$ cat src/rtl/pipe_mem_ctrl.sv
// pipe_mem_ctrl: pipeline sequencer and unified-memory arbiter for the 5-stage core.
//
// Owns the single RAM port shared by instruction fetch (IF) and load/store (MEM),
// generates the stall vector for PC/IF_ID/ID_EX/EX_MEM/MEM_WB, and drops a fetch
// that was in flight when EX resolved a taken branch.
//
// Ports:
//   clk, rst                 core clock, asynchronous active-high reset
//   if_req/if_addr           fetch request (held until if_ack) and address
//   if_ack/if_rdata          one-cycle fetch completion and fetched word
//   mem_req/mem_we/mem_addr/mem_wdata/mem_sel
//                            MEM-stage access (held until mem_ack)
//   mem_ack/mem_rdata        one-cycle access completion and load data
//   id_stall_req             load-use hazard from ID
//   ex_b_flag                taken branch/jump resolved in EX
//   ram_req/ram_we/ram_addr/ram_wdata/ram_sel
//                            latched RAM request, held until ram_ack
//   ram_ack/ram_rdata        one-cycle RAM completion and read data
//   stall[5:0]               hold: [0]PC [1]IF [2]ID [3]EX [4]MEM [5]WB
//   bus_err                  one-cycle pulse on watchdog abort
//
// Optional feature: define PIPE_CTRL_WDOG_EN to abort a transaction that has
// waited 255 busy cycles without ram_ack. Without it bus_err is tied to 0.
module pipe_mem_ctrl (
    input  logic        clk,
    input  logic        rst,
    input  logic        if_req,
    input  logic [31:0] if_addr,
    output logic        if_ack,
    output logic [31:0] if_rdata,
    input  logic        mem_req,
    input  logic        mem_we,
    input  logic [31:0] mem_addr,
    input  logic [31:0] mem_wdata,
    input  logic [3:0]  mem_sel,
    output logic        mem_ack,
    output logic [31:0] mem_rdata,
    input  logic        id_stall_req,
    input  logic        ex_b_flag,
    output logic        ram_req,
    output logic        ram_we,
    output logic [31:0] ram_addr,
    output logic [31:0] ram_wdata,
    output logic [3:0]  ram_sel,
    input  logic        ram_ack,
    input  logic [31:0] ram_rdata,
    output logic [5:0]  stall,
    output logic        bus_err
);

    typedef enum logic [1:0] {StIdle, StIfBusy, StMemBusy} state_e;

    state_e      state_q, state_d;
    logic        discard_q, discard_d;
    logic        ram_req_q, ram_req_d;
    logic        ram_we_q, ram_we_d;
    logic [31:0] ram_addr_q, ram_addr_d;
    logic [31:0] ram_wdata_q, ram_wdata_d;
    logic [3:0]  ram_sel_q, ram_sel_d;
    logic        wdog_abort;
    logic        done;

`ifdef PIPE_CTRL_WDOG_EN
    logic [7:0] wdog_q, wdog_d;

    // Counter sits at 0 in IDLE, so it is clear on the first busy cycle after a grant.
    assign wdog_d     = (state_q == StIdle) ? 8'd0 : wdog_q + 8'd1;
    assign wdog_abort = (state_q != StIdle) && (wdog_q == 8'hFF) && !ram_ack;

    always_ff @(posedge clk or posedge rst) begin
        if (rst) begin
            wdog_q <= 8'd0;
        end else begin
            wdog_q <= wdog_d;
        end
    end
`else
    assign wdog_abort = 1'b0;
`endif

    // A busy transaction ends on the RAM ack or on a watchdog abort.
    assign done = (state_q != StIdle) && (ram_ack || wdog_abort);

    // Completion outputs are combinational so the requester sees them in the ack cycle.
    always_comb begin
        if_ack    = !rst && (state_q == StIfBusy) && done && !(discard_q || ex_b_flag);
        if_rdata  = (if_ack && ram_ack) ? ram_rdata : 32'd0;
        mem_ack   = !rst && (state_q == StMemBusy) && done;
        mem_rdata = (mem_ack && ram_ack) ? ram_rdata : 32'd0;
        bus_err   = !rst && wdog_abort;
    end

    // Stall priority: MEM access freezes everything up to MEM (bubble into WB),
    // load-use freezes PC..ID, a pending fetch freezes PC and IF.
    always_comb begin
        stall = 6'b000000;
        if (rst) begin
            stall = 6'b000000;
        end else if (mem_req && !mem_ack) begin
            stall = 6'b011111;
        end else if (id_stall_req) begin
            stall = 6'b000111;
        end else if (if_req && !if_ack) begin
            stall = 6'b000011;
        end
    end

    always_comb begin
        state_d     = state_q;
        discard_d   = discard_q;
        ram_req_d   = ram_req_q;
        ram_we_d    = ram_we_q;
        ram_addr_d  = ram_addr_q;
        ram_wdata_d = ram_wdata_q;
        ram_sel_d   = ram_sel_q;
        unique case (state_q)
            StIdle: begin
                // A stray ram_ack here is ignored.
                if (mem_req) begin
                    state_d     = StMemBusy;
                    ram_req_d   = 1'b1;
                    ram_we_d    = mem_we;
                    ram_addr_d  = mem_addr;
                    ram_wdata_d = mem_wdata;
                    ram_sel_d   = mem_sel;
                end else if (if_req) begin
                    state_d     = StIfBusy;
                    ram_req_d   = 1'b1;
                    ram_we_d    = 1'b0;
                    ram_addr_d  = if_addr;
                    ram_wdata_d = 32'd0;
                    ram_sel_d   = 4'hF;
                end
            end
            StIfBusy: begin
                if (done) begin
                    state_d   = StIdle;
                    ram_req_d = 1'b0;
                    discard_d = 1'b0;
                end else if (ex_b_flag) begin
                    // Word in flight is on the wrong path; drop it when it arrives.
                    discard_d = 1'b1;
                end
            end
            StMemBusy: begin
                if (done) begin
                    state_d   = StIdle;
                    ram_req_d = 1'b0;
                end
            end
            default: begin
                state_d   = StIdle;
                ram_req_d = 1'b0;
            end
        endcase
    end

    always_ff @(posedge clk or posedge rst) begin
        if (rst) begin
            state_q     <= StIdle;
            discard_q   <= 1'b0;
            ram_req_q   <= 1'b0;
            ram_we_q    <= 1'b0;
            ram_addr_q  <= 32'd0;
            ram_wdata_q <= 32'd0;
            ram_sel_q   <= 4'd0;
        end else begin
            state_q     <= state_d;
            discard_q   <= discard_d;
            ram_req_q   <= ram_req_d;
            ram_we_q    <= ram_we_d;
            ram_addr_q  <= ram_addr_d;
            ram_wdata_q <= ram_wdata_d;
            ram_sel_q   <= ram_sel_d;
        end
    end

    assign ram_req   = ram_req_q;
    assign ram_we    = ram_we_q;
    assign ram_addr  = ram_addr_q;
    assign ram_wdata = ram_wdata_q;
    assign ram_sel   = ram_sel_q;

endmodule
$ cat config.mk
export PLATFORM = sky130hd
export DESIGN_NAME = pipe_mem_ctrl
export DESIGN_NICKNAME = d
export VERILOG_FILES = /design/src/rtl/pipe_mem_ctrl.sv
export SDC_FILE = /design/constraint.sdc
export NUM_CORES = 1
export LEC_CHECK = 0
export BUFFER_PORTS_ARGS = -buffer_cell sky130_fd_sc_hd__buf_2
export CAP_MARGIN = 15
export CELL_PAD_IN_SITES_DETAIL_PLACEMENT = 1
export CELL_PAD_IN_SITES_GLOBAL_PLACEMENT = 1
export CORE_MARGIN = 2
export CORE_UTILIZATION = 30
export CTS_BUF_LIST = sky130_fd_sc_hd__clkbuf_16
export CTS_CLUSTER_SIZE = 14
export DETAILED_ROUTE_END_ITERATION = 6
export MAX_ROUTING_LAYER = met4
export PLACE_DENSITY = 0.89
export SETUP_SLACK_MARGIN = 0.3
export SLEW_MARGIN = 20
export SYNTH_ARGS = -nofsm -noshare
export SYNTH_HDL_FRONTEND = slang
export SYNTH_SLANG_ARGS = --single-unit
$ cat constraint.sdc
create_clock -name clk -period 5.8 [get_ports clk]
set_input_delay 0.29 -clock clk [delete_from_list [all_inputs] [get_ports clk]]
set_output_delay 0.29 -clock clk [all_outputs]
set_load 0.02 [all_outputs]
==> results of run 1 <==
-- through the flow --
stage / setup WS (ps) / hold WS [ps] / instances / utilization [%]
after CTS: 3406 / 164.2 / 749 / 45.73
final: 3439 / 182.2 / 752 / 45.80
after detailed placement: 3674 / 470.2 / 733 / 43.17
after global placement: 3803 / 456.8 / 733 / 43.17
after floorplan: 2909 / 397.1 / 335 / -
after global routing: 3276 / 171.1 / 752 / 45.80
-- cells by family after synthesis --
| logic type | share of synthesized area (%) |
|---|---|
| buffers and inverters | 6.753 |
| and+or+nand+nor | 17.06 |
| muxes | 8.911 |
| adders and majority gates | 1.044 |
| DFF | 50.82 |
| AOI/OAI and AO/OA | 15.32 |
| other | 0.1043 |
-- flip-flops by register name, summed over array words and instances (netlist names) --
register	flops
ram_we	1
ram_wdata	32
state_q	2
ram_req	1
discard_q	1
ram_addr	32
ram_sel	4
-- synthesized netlist by cell type --
master / count / area share (%)
dfrtp_1: 73 / 51
and2_1: 64 / 11
nand2_1: 34 / 3.6
a22o_1: 33 / 8.0
mux2i_1: 32 / 8.9
o21ai_1: 31 / 4.3
buf_4: 9 / 1.9
buf_6: 9 / 2.8
buf_2: 8 / 1.1
inv_1: 5 / 0.52
a21oi_1: 4 / 0.56
o22a_1: 4 / 0.97
ha_1: 3 / 1.0
nand2b_1: 3 / 0.52
nor2_1: 3 / 0.31
o21ai_0: 3 / 0.42
clkbuf_1: 2 / 0.21
inv_2: 2 / 0.21
o22ai_1: 2 / 0.35
a31oi_1: 1 / 0.17
and4_4: 1 / 0.31
conb_1: 1 / 0.10
nand4bb_1: 1 / 0.31
nor2_4: 1 / 0.31
nor2b_1: 1 / 0.17
nor3_1: 1 / 0.14
nor3_2: 1 / 0.28
o21ai_2: 1 / 0.24
o32ai_1: 1 / 0.24
-- critical path, cell delays in order (launching register included) --
cell	delay, ps
dfrtp_1	350
inv_1	80
ha_1	320
nand4bb_1	270
inv_2	340
and2_1	200
buf_2	180
-- path summary, 6_finish.rpt --
kind | depth (start not counted) | to | start | slack (ps)
min in group asynchronous | 3 | discard_q$_DFFE_PP0P_ | rst | 290
hold reg to reg | 2 | ram_addr[12]$_DFFE_PP0P_ | ram_addr[12]$_DFFE_PP0P_ | 480
setup reg to reg | 5 | ram_addr[23]$_DFFE_PP0P_ | state_q[0]$_DFFE_PP0P_ | 3810
setup / recovery | 6 | mem_rdata[21] | state_q[0]$_DFFE_PP0P_ | 3440
hold / removal | 2 | ram_wdata[14]$_DFFE_PP0P_ | mem_wdata[14] | 180
max in group asynchronous | 3 | ram_addr[27]$_DFFE_PP0P_ | rst | 4870
-- power by group through the flow --
stage	clock network [uW]	registers [uW]	logic, uW
global route	588	924	1280
global placement	0	878	1150
detailed placement	0	890	1200
floorplan	0	1170	509
CTS	563	892	1190
finish	542	888	1180
-- cell type report --
cell class              instances  area [um^2]  share of cell area, %
diodes                          3        7.507                 0.1417
multi-input cells             227         1536                  29.01
flip-flops and latches         73         1827                  34.49
well taps                     143        178.9                  3.378
inverters                       7        26.28                 0.4961
clock inverters                 7        71.32                  1.347
repair buffers                283         1424                  26.88
clock buffers                   9        225.2                  4.252
-- per-layer routing --
| layer | vias to the layer above | routed length, um | GRT usage (%) |
|---|---|---|---|
| met1 | 1614 | 4538 | 20.68 |
| met3 | 11 | 763 | 3.985 |
| met4 | 0 | 203 | 5.935 |
| met5 | - | 0 | - |
| li1 | 1675 | - | - |
| met2 | 167 | 6638 | 35.85 |
==> reports/results.ini, run 1 <==
[critical_path]
cp_data_required_time_ps = 5510
cp-start-kind = register
path_max_fanout = 34
cp.arrival_ps = 2070
crit_path_end_kind = output port
critPathKind = reg2out

[pwr]
power.total_uw = 2606
vdd_drop_max_uv = 228.8
sw_frac_of_total_pct = 42.11
clockPowerShare_pct = 20.8
p_sw_uw = 1097
p_leak_uw = 0.003038
power.internal_uw = 1509
power.density_mw_per_mm2 = 492.0
power_frac_seq_pct = 34.1
p_comb_share_pct = 45.1

[final_layout]
drive_gt1_share_pct = 50.33
syn_to_final_growth_pct = 47.34
stdcell_area_mm2 = 0.005296
fill_cells = 1419
final_common_cell = buf_2
final_cell_mix = buf_2 (280), dfrtp_1 (73), and2_1 (64)
layout.nets = 744

[cts]
cts.repair.resized = 0
cts_setup_buffers = 0
cts.reportedPaths.clkPinSlew_ps = 60
cts_tree = yes
clock_path_buffers = 2
numCtsBuffers = 9
clock_latency_ps = 320
h-tree-depth = 3
cts.sinks = 73
clockRootBuffer = clkbuf_16
hold_buffers = 0

[sta]
max_slew.worst_pin.slew_ps = 934.5
drv_slew = 0
period_share_pct = 40.70
slew_headroom_pct = 37.70
fin_tns_setup_ps = 0
fmax_ghz = 0.4236
report.final.hold_viol_count = 0
finalCriticalPeriod_ps = 2361
rsz0062_at_grt = no
setup_viol = 0
clock-skew-final_ps = 6.381

[global_route]
grt_pass1_wl_um = 18980
antenna_found_initial = 3
grt_overflow_total = 0
grt_max_degree = 98
grt_pass1_vias = 3613
grt_usage_pct = 19.33

[placed_design]
dpl_cell_area_mm2 = 0.004992
port_buffers = 280
dp_hpwl_um = 9710
gp_congestion = 0.8776

[route]
wire_per_inst_um = 16.15
drt_iter0_drc = 143
drcViolationCount = 0
vias = 3467
wl_um = 12140
antenna_left = 0
drt_pass1_iterations = 4
vias_per_cell = 4.610

[synth]
synth_cells = 334
ys_seq_area_share_pct = 50.82
ys_seq_elements = 73
ys_types = 29
syn-cell-area_mm2 = 0.003595
avgSynthCellArea_um2 = 10.76
ys_warn_count = 0

[floorplan]
coreArea_mm2 = 0.01156
initial_core_util_pct = 31.08
die_h_um = 113.5
die-area_mm2 = 0.01287
rows = 39
io_pins = 283
die_w_um = 113.5

[run]
max_cap_viol_count = 0

[status]
status = completed

[worst_hold_path]
hp-class = in2reg

(Power assumes the default switching activity.)
==> run 2: changes to the inputs <==
Settings changed: CORE_UTILIZATION 30 to 25, PLACE_DENSITY 0.89 to 0.8.
Clock period 5.8 ns to 2.15 ns, I/O delays scaled along.
==> reports/results.ini, run 2 (synthesized netlist as in run 1, its figures left out) <==
[cts]
clockRootBuffer = clkbuf_16
cts_tree = yes
h-tree-depth = 3  ; unchanged
clock_path_buffers = 2  ; unchanged
cts.sinks = 73  ; unchanged
numCtsBuffers = 9  ; unchanged
clock_latency_ps = 320  ; about the same
cts.reportedPaths.clkPinSlew_ps = 60  ; about the same

[floorplan]
io_pins = 283  ; unchanged
die-area_mm2 = 0.01535  ; +19%
die_w_um = 123.9  ; +9.2%
coreArea_mm2 = 0.01399  ; +21%
die_h_um = 123.9  ; +9.2%
rows = 43  ; +10%
initial_core_util_pct = 25.70  ; -5.4 points

[sta]
setup_slack_ps = 189.7  ; -3249 ps
fmax_ghz = 0.5101
max_slew.worst_pin.slew_ps = 703.6  ; -230.9 ps
slew_headroom_pct = 52.94  ; +15 points
period_share_pct = 91.17
finalCriticalPeriod_ps = 1960
setup_viol = 0  ; unchanged
drv_slew = 0  ; unchanged
rsz0062_at_grt = yes
clock-skew-final_ps = 5.782  ; -0.5994 ps
report.final.hold_viol_count = 0  ; unchanged
fin_tns_setup_ps = 0  ; unchanged
timing.hold.ws_ps = 0.5432  ; -181.6 ps

[route]
wire_per_inst_um = 17.96  ; +11%
vias_per_cell = 4.620  ; +0.20%
drt_iter0_drc = 96  ; -33%
wl_um = 14870  ; +22%
vias = 3825  ; +10%
drt_pass1_iterations = 4  ; unchanged
drcViolationCount = 0  ; unchanged
antenna_left = 0  ; unchanged

[final_layout]
regArea_mm2 = 0.001827  ; unchanged
final_common_cell = buf_2
fill_cells = 1622  ; +14%
layout.nets = 782  ; +5.1%
drive_gt1_share_pct = 53.88  ; +3.6 points
multi_input_area_mm2 = 0.001677  ; +9.1%
syn_to_final_growth_pct = 67.70
final_util_pct = 43.09  ; -2.7 points
final_cell_mix = buf_2 (251), dfrtp_1 (73), and2_1 (47)

[critical_path]
cp.arrival_ps = 1850  ; -220 ps
rr_endpoint = ram_addr[23]$_DFFE_PP0P_
cp-start-kind = register
path_max_fanout = 9  ; -74%
r2r_start = state_q[1]$_DFFE_PP0P_
cp_data_required_time_ps = 2040  ; -3470 ps
critPathKind = reg2out
crit_path_end_kind = output port
r2r_slack_ps = 560  ; -3250 ps
reg2regPathDepth = 6  ; +1

[worst_hold_path]
hold-path-cell-count = 2  ; unchanged
hold_path_end = ram_wdata[11]$_DFFE_PP0P_
hp-class = in2reg
worst_hold_startpoint = mem_wdata[11]

[pwr]
p_leak_uw = 0.003271  ; +7.7%
vdd_drop_max_uv = 560.0  ; +140%
power.density_mw_per_mm2 = 1255  ; +160%

[placed_design]
dp_hpwl_um = 10240  ; +5.5%
gp_congestion = 0.7746  ; -12%
port_buffers = 280  ; unchanged
post-place-ws_ps = 324.4  ; -3349 ps

[global_route]
grt_usage_pct = 18.59  ; -0.75 points
grt_max_degree = 53  ; -46%
antenna_found_initial = 4  ; +1
grt_pass1_wl_um = 21200  ; +12%
grt_pass1_vias = 4053  ; +12%
grt_overflow_total = 0  ; unchanged

[run]
max_cap_viol_count = 0  ; unchanged

[status]
status = completed

==> run 2: cell count changes in the layout (fill, tap and decap cells not counted), moves of 3 or more <==
cell,delta
and2_4,+17
dlygate4sd3_1,+20
and2_1,-17
inv_1,-3
buf_6,+25
and4_4,+4
buf_4,+13
buf_2,-29
==> run 2: metrics by stage <==
| stage | area (um^2) | cells | total power, uW |
|---|---|---|---|
| after detailed placement | 5082 | 773 | 5677 |
| after CTS | 5957 | 819 | 7567 |
| after global routing | 6028 | 828 | 8032 |
| final | 6028 | 828 | 7564 |
| after global placement | 5082 | 773 | 5515 |
| after floorplan | 3607 | 335 | 4523 |
==> run 2: area by class of cell <==
class / count / area share (%)
Sequential cell: 73 / 30.30
Inverter: 7 / 0.7887
Antenna cell: 4 / 0.1660
Tap cell: 180 / 3.736
Clock buffer: 9 / 3.736
Clock inverter: 7 / 1.557
Timing Repair inverter: 3 / 0.4151
Timing Repair Buffer: 314 / 31.49
Multi-Input combinational cell: 231 / 27.81
==> run 2: layer usage <==
layer / vias to the layer above / GRT usage (%) / part of all wire [%]
li1: 1769 / - / -
met1: 1861 / 18.61 / 36
met2: 171 / 34.79 / 55
met3: 24 / 2.885 / 5.7
met4: 0 / 9.480 / 3.1
met5: - / - / 0
==> run 2: what timing repair did <==
item	in CTS	in global routing
setup endpoints to repair	71	70
hold buffers	18	2
hold endpoints to repair	32	2
resized for setup	87	5
setup buffers	5	3
gates cloned	7	0
pin swaps	12	3
==> run 2: how the worst max path moves through the flow <==
stage                      startpoint            end  cells past startpoint
3_3_place_gp   state_q[0]$_DFFE_PP0P_  mem_rdata[17]                      6
5_1_grt        state_q[0]$_DFFE_PP0P_   mem_rdata[9]                      7
3_5_place_dp   state_q[0]$_DFFE_PP0P_   mem_rdata[3]                      6
6_report       state_q[0]$_DFFE_PP0P_   mem_rdata[9]                      7
4_1_cts        state_q[1]$_DFFE_PP0P_       stall[4]                      6
2_1_floorplan  state_q[0]$_DFFE_PP0P_       stall[1]                      8
==> run 2: where the power goes <==
group / internal, uW / switching [uW] / total, uW
Sequential: 2030 / 372 / 2410
Combinational: 1360 / 2200 / 3560
Clock: 1020 / 580 / 1600
Total: 4410 / 3150 / 7560
==> run 2: worst max-delay path: stages, from the launching register on <==
cell       delay (ps)
dfrtp_1           390
inv_2             100
ha_2              210
nand4bb_4         190
buf_4             200
inv_4              90
and2_1            170
buf_2             180
==> run 3: changes to the inputs <==
Settings changed: REMOVE_ABC_BUFFERS set to 1.
==> reports/results.ini, run 3 (synthesized netlist as in run 1, its figures left out) <==
[status]
status = completed

[worst_hold_path]
worst_hold_startpoint = mem_wdata[24]
hp-class = in2reg
hold_path_end = ram_wdata[24]$_DFFE_PP0P_
hold-path-cell-count = 2  ; unchanged

[floorplan]
initial_core_util_pct = 25.70  ; unchanged
die_w_um = 123.9  ; unchanged
rows = 43  ; unchanged
die-area_mm2 = 0.01535  ; unchanged
die_h_um = 123.9  ; unchanged
coreArea_mm2 = 0.01399  ; unchanged
io_pins = 283  ; unchanged

[placed_design]
port_buffers = 280  ; unchanged
gp_congestion = 0.7919  ; +2.2%
post-place-ws_ps = 312.2  ; -12.18 ps
dp_hpwl_um = 10080  ; -1.6%

[cts]
cts_tree = yes
h-tree-depth = 3  ; unchanged
clock_path_buffers = 2  ; unchanged
numCtsBuffers = 9  ; unchanged
cts.sinks = 73  ; unchanged
clockRootBuffer = clkbuf_16
clock_latency_ps = 330  ; about the same
cts.reportedPaths.clkPinSlew_ps = 60  ; about the same

[route]
drt_pass1_iterations = 4  ; unchanged
vias_per_cell = 4.526  ; -2.0%
wire_per_inst_um = 17.75  ; -1.2%
routed-wl-met2_um = 8402  ; +3.0%
vias = 3793  ; -0.84%
highest_layer = met4
wl_um = 14870  ; about the same
drt_iter0_drc = 71  ; -26%
drt-met1-wl_um = 5203  ; -3.6%
drcViolationCount = 0  ; unchanged
antenna_left = 0  ; unchanged
dr_wl_met3_um = 995  ; +18%

[global_route]
grt_overflow_total = 0  ; unchanged
antenna_found_initial = 2  ; -2
grt_pass1_wl_um = 21030  ; -0.81%
grt_usage_pct = 18.67  ; +0.083 points
grt_max_degree = 98  ; +85%
grt_pass1_vias = 4025  ; -0.69%

[pwr]
p_sw_uw = 3199  ; +1.4%
clockPowerShare_pct = 21.0  ; about the same
p_comb_share_pct = 47.2  ; about the same
power_frac_seq_pct = 31.8  ; about the same
p_leak_uw = 0.003295  ; +0.72%
power.density_mw_per_mm2 = 1255  ; about the same
vdd_drop_max_uv = 624.2  ; +11%
power.total_uw = 7614  ; +0.65%
sw_frac_of_total_pct = 42.02  ; +0.32 points
power.internal_uw = 4414  ; about the same

[run]
max_cap_viol_count = 0  ; unchanged

[sta]
period_share_pct = 88.42  ; -2.7 points
fmax_ghz = 0.5260  ; +3.1%
fin_tns_setup_ps = 0  ; unchanged
setup_slack_ps = 248.9  ; +59.12 ps
finalCriticalPeriod_ps = 1901  ; -59.12 ps
clock-skew-final_ps = 8.123  ; +2.341 ps
rsz0062_at_grt = yes
report.final.hold_viol_count = 0  ; unchanged
drv_slew = 0  ; unchanged
setup_viol = 0  ; unchanged

[critical_path]
critPathKind = reg2out
path_max_fanout = 3  ; -6
reg2regPathDepth = 6  ; unchanged
rr_endpoint = ram_wdata[20]$_DFFE_PP0P_
cp.arrival_ps = 1790  ; -60 ps
r2r_start = state_q[0]$_DFFE_PP0P_
cp_data_required_time_ps = 2040  ; about the same
cp-start-kind = register
r2r_slack_ps = 540  ; -20 ps
crit_path_end_kind = output port

[final_layout]
final_common_cell = buf_2
layout.nets = 794  ; +1.5%
drive_gt1_share_pct = 50.30  ; -3.6 points
final_util_pct = 43.38  ; +0.29 points
final_cell_mix = buf_2 (246), dfrtp_1 (73), and2_1 (64)
syn_to_final_growth_pct = 68.81

[run 3: what timing repair did]
action	CTS	global route
setup endpoints to repair	71	69
hold buffers	34	0
endpoints found under the hold margin	106	0
pin swaps	4	6
buffers inserted	3	3
resized for setup	32	32
gates cloned	5	3
[run 3: final cells by class]
type | count | area (um^2)
Antenna cell | 2 | 5.005
Clock buffer | 9 | 225.2
Clock inverter | 7 | 95.09
Fill cell | 1662 | 7920
Inverter | 7 | 36.28
Multi-Input combinational cell | 232 | 1682
Sequential cell | 73 | 1827
Tap cell | 180 | 225.2
Timing Repair Buffer | 325 | 1949
Timing Repair inverter | 3 | 23.77
[run 3: routing by layer]
metal | vias to the layer above | GRT usage, %
li1 | 1788 | -
met5 | - | -
met2 | 178 | 36.23
met3 | 17 | 3.205
met1 | 1810 | 18.82
met4 | 0 | 6.110
[run 3: power groups by stage]
stage | clock network [uW] | registers (uW) | logic (uW)
6_report | 1600 | 2420 | 3590
5_1_grt | 1710 | 2510 | 3890
4_1_cts | 1650 | 2430 | 3490
3_5_place_dp | 0 | 2420 | 3310
3_3_place_gp | 0 | 2390 | 3170
2_1_floorplan | 0 | 3150 | 1210
[run 3: how the worst max path moves through the flow]
stage                     cells after the start             to                   start
final                                         7       stall[0]  state_q[0]$_DFFE_PP0P_
after floorplan                               3       stall[0]                     rst
after detailed placement                      6  mem_rdata[21]  state_q[0]$_DFFE_PP0P_
after global routing                          7       stall[0]  state_q[0]$_DFFE_PP0P_
after global placement                        6  mem_rdata[30]  state_q[0]$_DFFE_PP0P_
after CTS                                     6    if_rdata[7]  state_q[0]$_DFFE_PP0P_
[run 3: critical path, cell delays in order (launching register included)]
cell and delay, ps:
dfrtp_1 380, inv_2 90, ha_4 190, nand4bb_4 220, buf_6 170, a21oi_4 170, o22ai_4 100, buf_6 140
[run 3: metrics by stage]
stage	cells	hold WS, ps	instance area [um^2]
floorplan	307	214.6	3382
global placement	772	279.1	5079
detailed placement	772	291.7	5079
CTS	830	9.152	5907
global route	838	19.55	6068
finish	838	14.33	6068
